--- config.mk ---
export PLATFORM = sky130hd
export DESIGN_NAME = regfile_wb
export DESIGN_NICKNAME = d
export VERILOG_FILES = /design/src/rtl/regfile_wb_pkg.sv /design/src/rtl/regfile_wb_load_extract.sv /design/src/rtl/regfile_wb.sv
export SDC_FILE = /design/constraint.sdc
export NUM_CORES = 2
export LEC_CHECK = 0
export BUFFER_PORTS_ARGS = -buffer_cell sky130_fd_sc_hd__buf_4
export CAP_MARGIN = 0
export CORE_MARGIN = 4
export CORE_UTILIZATION = 55
export CTS_CLUSTER_DIAMETER = 40
export DETAILED_ROUTE_END_ITERATION = 10
export GPL_TIMING_DRIVEN = 1
export PLACE_DENSITY = 0.73
export SETUP_SLACK_MARGIN = 0.15
export SYNTH_ARGS = -nofsm -noshare
export SYNTH_HDL_FRONTEND = slang
export SYNTH_SLANG_ARGS = --single-unit
--- constraint.sdc ---
create_clock -name i_clk -period 3.8 [get_ports i_clk]
set_input_delay 0.57 -clock i_clk [delete_from_list [all_inputs] [get_ports i_clk]]
set_output_delay 0.57 -clock i_clk [all_outputs]
set_load 0.005 [all_outputs]
--- src/rtl/regfile_wb_pkg.sv ---
// rtl/regfile_wb_pkg.sv - shared encodings for the write-back / register-file slice
package regfile_wb_pkg;

    localparam int XLEN       = 32;
    localparam int REG_ADDR_W = 5;

    typedef enum logic [1:0] {
        RES_ALU = 2'b00,
        RES_MEM = 2'b01,
        RES_PC4 = 2'b10,
        RES_IMM = 2'b11
    } result_src_e;

    localparam logic [2:0] F3_LB  = 3'b000;
    localparam logic [2:0] F3_LH  = 3'b001;
    localparam logic [2:0] F3_LW  = 3'b010;
    localparam logic [2:0] F3_LBU = 3'b100;
    localparam logic [2:0] F3_LHU = 3'b101;

endpackage

--- src/rtl/regfile_wb_load_extract.sv ---
// rtl/regfile_wb_load_extract.sv - byte/half/word selection and extension of a loaded word
module regfile_wb_load_extract
    import regfile_wb_pkg::*;
(
    input  logic [XLEN-1:0] i_mem_rdata,
    input  logic [1:0]      i_off,
    input  logic [2:0]      i_funct3,
    output logic [XLEN-1:0] o_data,
    output logic            o_misalign
);

    logic [7:0]  w_byte;
    logic [15:0] w_half;

    assign w_byte = i_mem_rdata[{i_off, 3'b000} +: 8];
    assign w_half = i_mem_rdata[{i_off[1], 4'b0000} +: 16];

    always_comb begin
        o_data     = '0;
        o_misalign = 1'b0;
        case (i_funct3)
            F3_LB:  o_data = {{24{w_byte[7]}}, w_byte};
            F3_LBU: o_data = {24'd0, w_byte};
            F3_LH: begin
                o_data     = {{16{w_half[15]}}, w_half};
                o_misalign = i_off[0];
            end
            F3_LHU: begin
                o_data     = {16'd0, w_half};
                o_misalign = i_off[0];
            end
            F3_LW: begin
                o_data     = i_mem_rdata;
                o_misalign = (i_off != 2'b00);
            end
            // undefined load sizes produce zero and are deliberately not flagged
            default: o_data = '0;
        endcase
    end

endmodule

--- src/rtl/regfile_wb.sv ---
// rtl/regfile_wb.sv - RV32I register file with write-back result select and instret counter
module regfile_wb
    import regfile_wb_pkg::*;
#(
    parameter bit RESET_ZERO = 1'b1
) (
    input  logic                  i_clk,
    input  logic                  i_rst,
    input  logic [REG_ADDR_W-1:0] i_rs1_addr,
    input  logic [REG_ADDR_W-1:0] i_rs2_addr,
    output logic [XLEN-1:0]       o_rs1,
    output logic [XLEN-1:0]       o_rs2,
    input  logic                  i_reg_write,
    input  logic [REG_ADDR_W-1:0] i_rd_addr,
    input  logic [1:0]            i_result_src,
    input  logic [XLEN-1:0]       i_alu_result,
    input  logic [XLEN-1:0]       i_mem_rdata,
    input  logic [XLEN-1:0]       i_pc_plus4,
    input  logic [XLEN-1:0]       i_imm,
    input  logic [2:0]            i_funct3,
    input  logic                  i_retire,
    output logic [XLEN-1:0]       o_wb_data,
    output logic                  o_load_misalign,
    output logic [63:0]           o_instret
);

    logic [XLEN-1:0] r_regs [0:31];
    logic [63:0]     r_instret;
    logic [XLEN-1:0] w_load_data;
    logic            w_load_misalign;
    logic            w_we;

    regfile_wb_load_extract u_load_extract (
        .i_mem_rdata (i_mem_rdata),
        .i_off       (i_alu_result[1:0]),
        .i_funct3    (i_funct3),
        .o_data      (w_load_data),
        .o_misalign  (w_load_misalign)
    );

    always_comb begin
        o_wb_data = i_alu_result;
        case (result_src_e'(i_result_src))
            RES_ALU: o_wb_data = i_alu_result;
            RES_MEM: o_wb_data = w_load_data;
            RES_PC4: o_wb_data = i_pc_plus4;
            RES_IMM: o_wb_data = i_imm;
            default: o_wb_data = i_alu_result;
        endcase
    end

    assign o_load_misalign = (i_result_src == RES_MEM) && w_load_misalign;
    assign w_we = i_reg_write && (i_rd_addr != '0) && !o_load_misalign;

    // No write-to-read bypass: a bypass would form a combinational loop in the single-cycle core
    assign o_rs1 = (i_rs1_addr == '0) ? '0 : r_regs[i_rs1_addr];
    assign o_rs2 = (i_rs2_addr == '0) ? '0 : r_regs[i_rs2_addr];

    always_ff @(posedge i_clk) begin
        if (i_rst) begin
            if (RESET_ZERO) begin
                for (int i = 0; i < 32; i++) begin
                    r_regs[i] <= '0;
                end
            end
        end else if (w_we) begin
            r_regs[i_rd_addr] <= o_wb_data;
        end
    end

    always_ff @(posedge i_clk) begin
        if (i_rst) begin
            r_instret <= '0;
        end else if (i_retire) begin
            r_instret <= r_instret + 64'd1;
        end
    end

    assign o_instret = r_instret;

endmodule

# Word-level counts from Yosys, hierarchy flattened
# Memory sizes are Yosys's and may differ from the RTL's.
# Cells that the tools add are included.
[word_totals] reg_bits=64 ram_bits=1024 input_bits=152 out_inout_bits=161 elab_cells=37 memories=1
[classes] n_addsub=1 eq_ne=7 shifts=2 mux=13 n_reduce_logical=12
[mem_list] memory="r_regs" depth=32 width=32 rd=2 rd_clocked_by_memory_dff=0 wr=32 line="regfile_wb.sv:27" source="logic [XLEN-1:0] r_regs [0:31];"
[op_table] cell="$pmux W32 S5" count=1
[op_table] cell="$pmux W32 S4" count=1
[op_table] cell="$mux W32" count=3
[op_table] cell="$add A64 B1 Y64 const B" count=1
[op_table] cell="$reduce_or A32 Y1" count=1
[op_table] cell="$shiftx A32 B6 Y16" count=1
[op_table] cell="$shiftx A32 B6 Y8" count=1
[op_table] cell="$logic_not A5 Y1" count=2
[op_table] cell="$eq A3 B3 Y1 const B" count=2
[op_table] cell="$mux W1" count=6
[op_table] cell="$mux W5" count=1
[op_table] cell="$reduce_bool A5 Y1" count=1
[op_table] cell="$eq A2 B2 Y1 const B" count=2
[op_table] cell="$eq A3 B1 Y1 const B" count=1
[op_table] cell="$eq A3 B2 Y1 const B" count=1
[op_table] cell="$logic_and A1 B1 Y1" count=3
[op_table] cell="$logic_not A3 Y1" count=1
[op_table] cell="$eq A2 B1 Y1 const B" count=1
[op_table] cell="$logic_not A2 Y1" count=1
[op_table] cell="$pmux W1 S2" count=1
[op_table] cell="$reduce_bool A2 Y1" count=1
[op_table] cell="$reduce_or A2 Y1" count=1
[op_table] cell="$logic_not A1 Y1" count=1

# Logic depth before layout (Yosys ltp)
[logic_depth] word_depth=11 ltp_mapped=9 mapped_depth_nobuf=5

# By module
# Synthesis repeated with hierarchy kept, for this count alone.
[hier_totals] cells_unflattened=4251 hier_area_um2=55784.8
[modules_own_cells] mod="regfile_wb" n_inst=1 cells_per_inst=4145 area_per_inst_um2=54897.7 seq_area_each_um2=31099.8
[modules_own_cells] mod="regfile_wb_load_extract" n_inst=1 cells_per_inst=106 area_per_inst_um2=887.1 seq_area_each_um2=0.0

# Worst setup path before layout
# Ideal clock, no wire load.
[synth_path] kind="input -> output" startpoint="in i_alu_result[1]" endpoint="out o_wb_data[3]" arrival_ps=2662 t_required_ps=3230 setup_slack_ps=568 cell_stages=8 n_path_buf=3 path_cell_list="clkbuf_1 buf_1 mux2i_1 nor2_1 a221o_1 a221oi_1 clkbuf_1 nor2_1"
[synth_via] elab_chain_len=3 word_cells_on_any_way=4 cone_classes="2 x shift; 2 x mux"
[synth_lines] item="start: declaration" line="regfile_wb.sv:16" source="input logic [XLEN-1:0] i_alu_result,"
[synth_lines] item="$shiftx A32 B6 Y16 or $shiftx A32 B6 Y8 (tied branches)" line="regfile_wb_load_extract.sv:16, regfile_wb_load_extract.sv:15"
[synth_lines] item="$pmux W32 S5 (*)" line="regfile_wb_load_extract.sv:21" source="case (i_funct3)"
[synth_lines] item="$pmux W32 S4 (*)" line="regfile_wb.sv:43" source="case (result_src_e'(i_result_src))"
[synth_lines] item="end: declaration" line="regfile_wb.sv:22" source="output logic [XLEN-1:0] o_wb_data,"
# Every way passes the cells marked *; elsewhere a longest branch is shown, timed or not.

# Worst setup path after layout
[layout_path] startpoint="in i_result_src[0]" endpoint="out o_wb_data[3]"
[layout_via] elab_chain_len=2 word_cells_on_any_way=5 cone_classes="3 x eq/ne; 1 x mux; 1 x reduce/logical"
[layout_lines] item="start: declaration" line="regfile_wb.sv:15" source="input logic [1:0] i_result_src,"
[layout_lines] item="$eq A2 B2 Y1, or another cell as far along" line="regfile_wb.sv:43"
[layout_lines] item="$pmux W32 S4 (*)" line="regfile_wb.sv:43"
# Marks and branches as above.

==> results by group <==
Outcome
  – Outcome: finished with violations
  – Failing checks: max-capacitance violations, max-slew violations

STA
  – Share of the clock period used by the worst path after layout: 0.9615
  – Clock Skew: 0.02814 ns
  – Fin Hold WS: ~0.13 ns
  – Slew at the pin closest to its max-slew limit: around 1.6 ns
  – Summed negative setup slack over all endpoints: 0 ns
  – Maximum clock frequency: 273.7 MHz
  – Max-slew headroom at the worst pin: -0.08415
  – Shortest clock period the worst path allows after layout: 3.654 ns
  – Max Transition Viols Final: 2
  – Total setup violations reported at the end of the flow: 0
  – Final Hold Fails: 0
  – RSZ-0062 raised after global routing: no

Floorplanning
  – Effective utilization at floorplan: 0.5576
  – Boundary Pins: 313
  – Die footprint: 0.1073 sq mm
  – Std cell rows: 116
  – Y dimension of the die: around 330 um
  – Core Footprint: 0.1007 sq mm
  – X dimension of the die: 327.6 um

Hold path
  – Worst hold endpoint: o_instret[1]$_SDFFE_PP0P_
  – Tightest Hold Check Type: primary input to register
  – Hold depth: 3
  – Hold path startpoint: i_retire

Setup path
  – Data required time at the worst endpoint: 3.23 ns
  – CP dominant cell by count: buf_4
  – Crit path max fanout: 20
  – Buf/Inv on CP: 3
  – Critical-path cell with the highest stage delay: a21oi_1
  – Top cell family by delay on the critical path: compound AO/OA/AOI/OAI gates
  – Worst Setup Start Kind: primary input
  – Cell-by-cell trace of the critical path: buf_4, buf_4, a21oi_1, a221oi_4, nor2_1, buf_4
  – Register-to-register setup slack: about 1.1 ns
  – RR Startpoint: o_instret[15]$_SDFFE_PP0P_
  – Critical R2R Capture: o_instret[60]$_SDFFE_PP0P_
  – Stages on the worst setup path: 6
  – Worst endpoint data arrival time: 3.08 ns
  – Class of the most critical setup path: primary input to output pin
  – CP peak stage delay: 1.26 ns
  – Number of cells on the worst reg-to-reg path: 5
  – Endpoint type of the worst setup path: output pin

CTS
  – Clock buffers created by TritonCTS: 149
  – Clock Tree Root: clkbuf_16
  – Sinks on the clock net: 1077
  – Number of levels the H-tree was split into: 4
  – Clock-pin slew on the worst setup and hold paths: around 0.05 ns
  – Max clock buf depth: 3
  – Clock tree from TritonCTS: built
  – Hold bufs inserted after CTS: 0
  – Worst-skew pair later-pin latency: 0.76 ns
  – Number of post-CTS setup repair buffers: 0

Synthesis
  – Top flip-flop cell by instance count after synthesis: edfxtp_1
  – Synth top area share: 0.5416
  – Cell with the most instances after synthesis: edfxtp_1
  – Average footprint of a synthesized cell: 13.34 sq um
  – Gate count after technology mapping: 4211
  – Dominant combinational cell family by area after synthesis: multiplexers
  – Dominant cells by area after synthesis: edfxtp_1, mux4_2, nor3_1
  – Commonest cells in the synthesized netlist: edfxtp_1, nor2_1, nor3_1, mux4_2, clkbuf_1
  – Fraction of synthesized area in multiplexers: 0.2160
  – Post-synth EDFFs: 1013
  – Complex-gate fraction of the synthesized area: 0.06022
  – Xor and xnor fraction of the mapped netlist area: 0.005146
  – Adder and majority gate portion of the synthesized area: 0.0002228
  – Post-synthesis cell type count: 59
  – Combined area of all synthesized cells: 0.05616 sq mm
  – Sequential share of the synthesized area: 0.5644
  – Number of storage elements in the synthesis netlist: around 1100
  – Number of warning messages in the yosys log: 0
  – Area fraction in and, or, nand and nor cells after synthesis: 0.1194
  – Leading area contributor after synthesis: edfxtp_1
  – Share of synthesized registers carrying an async set or reset: 0

Cells and area
  – Fraction of layout instances using a drive strength above 1: 0.3409
  – Net total in the final layout: 4731
  – Area overhead of the layout relative to synthesis: 19.62%

Detailed routing
  – First-pass DRT Iterations: 11
  – Met2 wire length: just over 90 mm
  – DR vias: 44060
  – Met1 wire length: 65.49 mm
  – Highest metal layer with signal wires: met5
  – Average routed wire per standard cell: 34.49 um
  – Drt drc: 0
  – WL final: 209.0 mm
  – 1st-iter DRT viols: ~7500
  – Count of nets left with antenna violations after detail routing: 0
  – Routed wl met3: roughly 34 mm
  – Post-detailed-route via-to-cell ratio: roughly 7.3

Global routing
  – Aggregate global-route resource usage: 0.3868
  – Pin count of the biggest net entering global routing: 82
  – Initial antenna violation count: 7
  – First-pass GRT wire length: 297.5 mm
  – Number of global-route vias before repair: 43660
  – GR Overflow Total: 0

Power
  – Sequential share of power: 0.433
  – Net switching power: 8481 uW
  – Max VDD drop: 0.0004524 V
  – Switching Fraction: 0.2638
  – Leakage power: 0.02329 uW
  – Combinational share of power: 0.136
  – Clk pwr share: 0.432
  – Power density over cell area: 478.7 mW/mm^2
  – Internal Pwr Total: 23680 uW

Job
  – Max-cap viol count: 1

Place
  – Final weighted congestion in routability-driven placement: 0.9539
  – HPWL Detailed: 133.3 mm
  – Number of port buffers: between 300 and 400
==> power by group through the flow <==
| stage | Clock [uW] | Combinational, uW | Sequential [uW] |
|---|---|---|---|
| final | 13900 | 4360 | 13900 |
| after global placement | 0 | 4150 | 14100 |
| after global routing | 14400 | 4450 | 14000 |
| after floorplan | 0 | 2300 | 14000 |
| after detailed placement | 0 | 4180 | 14100 |
| after CTS | 13900 | 4210 | 13900 |
==> per-layer routing <==
layer | global-route usage | up-vias
met5 | 0 | -
met2 | 0.5721 | 4289
li1 | - | 17320
met1 | 0.4747 | 21520
met4 | 0.2600 | 10
met3 | 0.1480 | 923
==> metrics by stage <==
step	total power, uW	utilization	area (sq um)	std cells	setup slack [ns]
after detailed placement	18300	0.6174	62190	5784	0.1329
after floorplan	16290	-	56240	4231	0.5682
after global placement	18200	0.6174	62190	5784	0.1015
after global routing	32830	0.6669	67170	6059	0.1599
after CTS	31970	0.6666	67140	6057	0.1629
final	32160	0.6670	67180	6062	0.1465
==> kinds of logic after synthesis <==
group / Yosys count
buffers and inverters: 508
adders and majority gates: 1
other: 1
muxes: 609
and+or+nand+nor: 1455
xor gates and xnor gates: 33
DFF: 1077
AOI/OAI and AO/OA: 527
==> layout by cell type (no fill, tap or decap), types with 25 or more instances in the layout <==
| cell | netlist | layout |
|---|---|---|
| o21ai_0 | 86 | 82 |
| nand4_1 | 26 | 26 |
| a31oi_1 | 62 | 62 |
| mux2_2 | 104 | 104 |
| nand2_2 | 0 | 25 |
| buf_12 | 0 | 48 |
| inv_1 | 53 | 53 |
| edfxtp_1 | 1013 | 1013 |
| nor2_1 | 601 | 587 |
| clkbuf_16 | 0 | 156 |
| nor2b_1 | 32 | 25 |
| dfxtp_1 | 64 | 64 |
| nor3_1 | 517 | 517 |
| a22oi_1 | 152 | 151 |
| o22ai_1 | 56 | 39 |
| mux4_2 | 472 | 472 |
| nand2_1 | 128 | 103 |
| a21oi_1 | 114 | 106 |
| buf_4 | 0 | 598 |
| nand2b_2 | 0 | 31 |
| mux2i_1 | 33 | 33 |
==> repair_timing <==
item	CTS	global route
resized for setup	2	6
endpoints found under the setup margin	2	8
gates cloned	0	0
==> tightest hold or removal path, stage by stage <==
cell and delay [ns]:
buf_4 0.13, mux2i_1 0.07, nor2_1 0.07
==> flip-flops by register name (all words and copies together) (netlist names) <==
signal,count
r_regs,1013
o_instret,64
==> worst max path at each step <==
stage                                     start      endpoint  slack [ns]
CTS                               i_rs1_addr[0]     o_rs1[14]        0.16
floorplan                       i_alu_result[1]  o_wb_data[3]        0.57
global placement                  i_rs1_addr[2]     o_rs1[10]        0.10
detailed placement                i_rs1_addr[2]      o_rs1[1]        0.13
global route        r_regs[1][19]$_SDFFCE_PN0P_     o_rs1[19]        0.16
finish                          i_result_src[0]  o_wb_data[3]        0.15
==> final cells by class <==
class / count / area [sq um]
Antenna cell: 5 / 12.51
Clock buffer: 174 / 3971
Clock inverter: 99 / 984.7
Fill cell: 7190 / 33540
Inverter: 53 / 198.9
Multi-Input combinational cell: 2646 / 23100
Sequential cell: 1077 / 31700
Tap cell: 1357 / 1698
Timing Repair Buffer: 651 / 5518
Note: power is estimated with default switching activity, not from simulation.
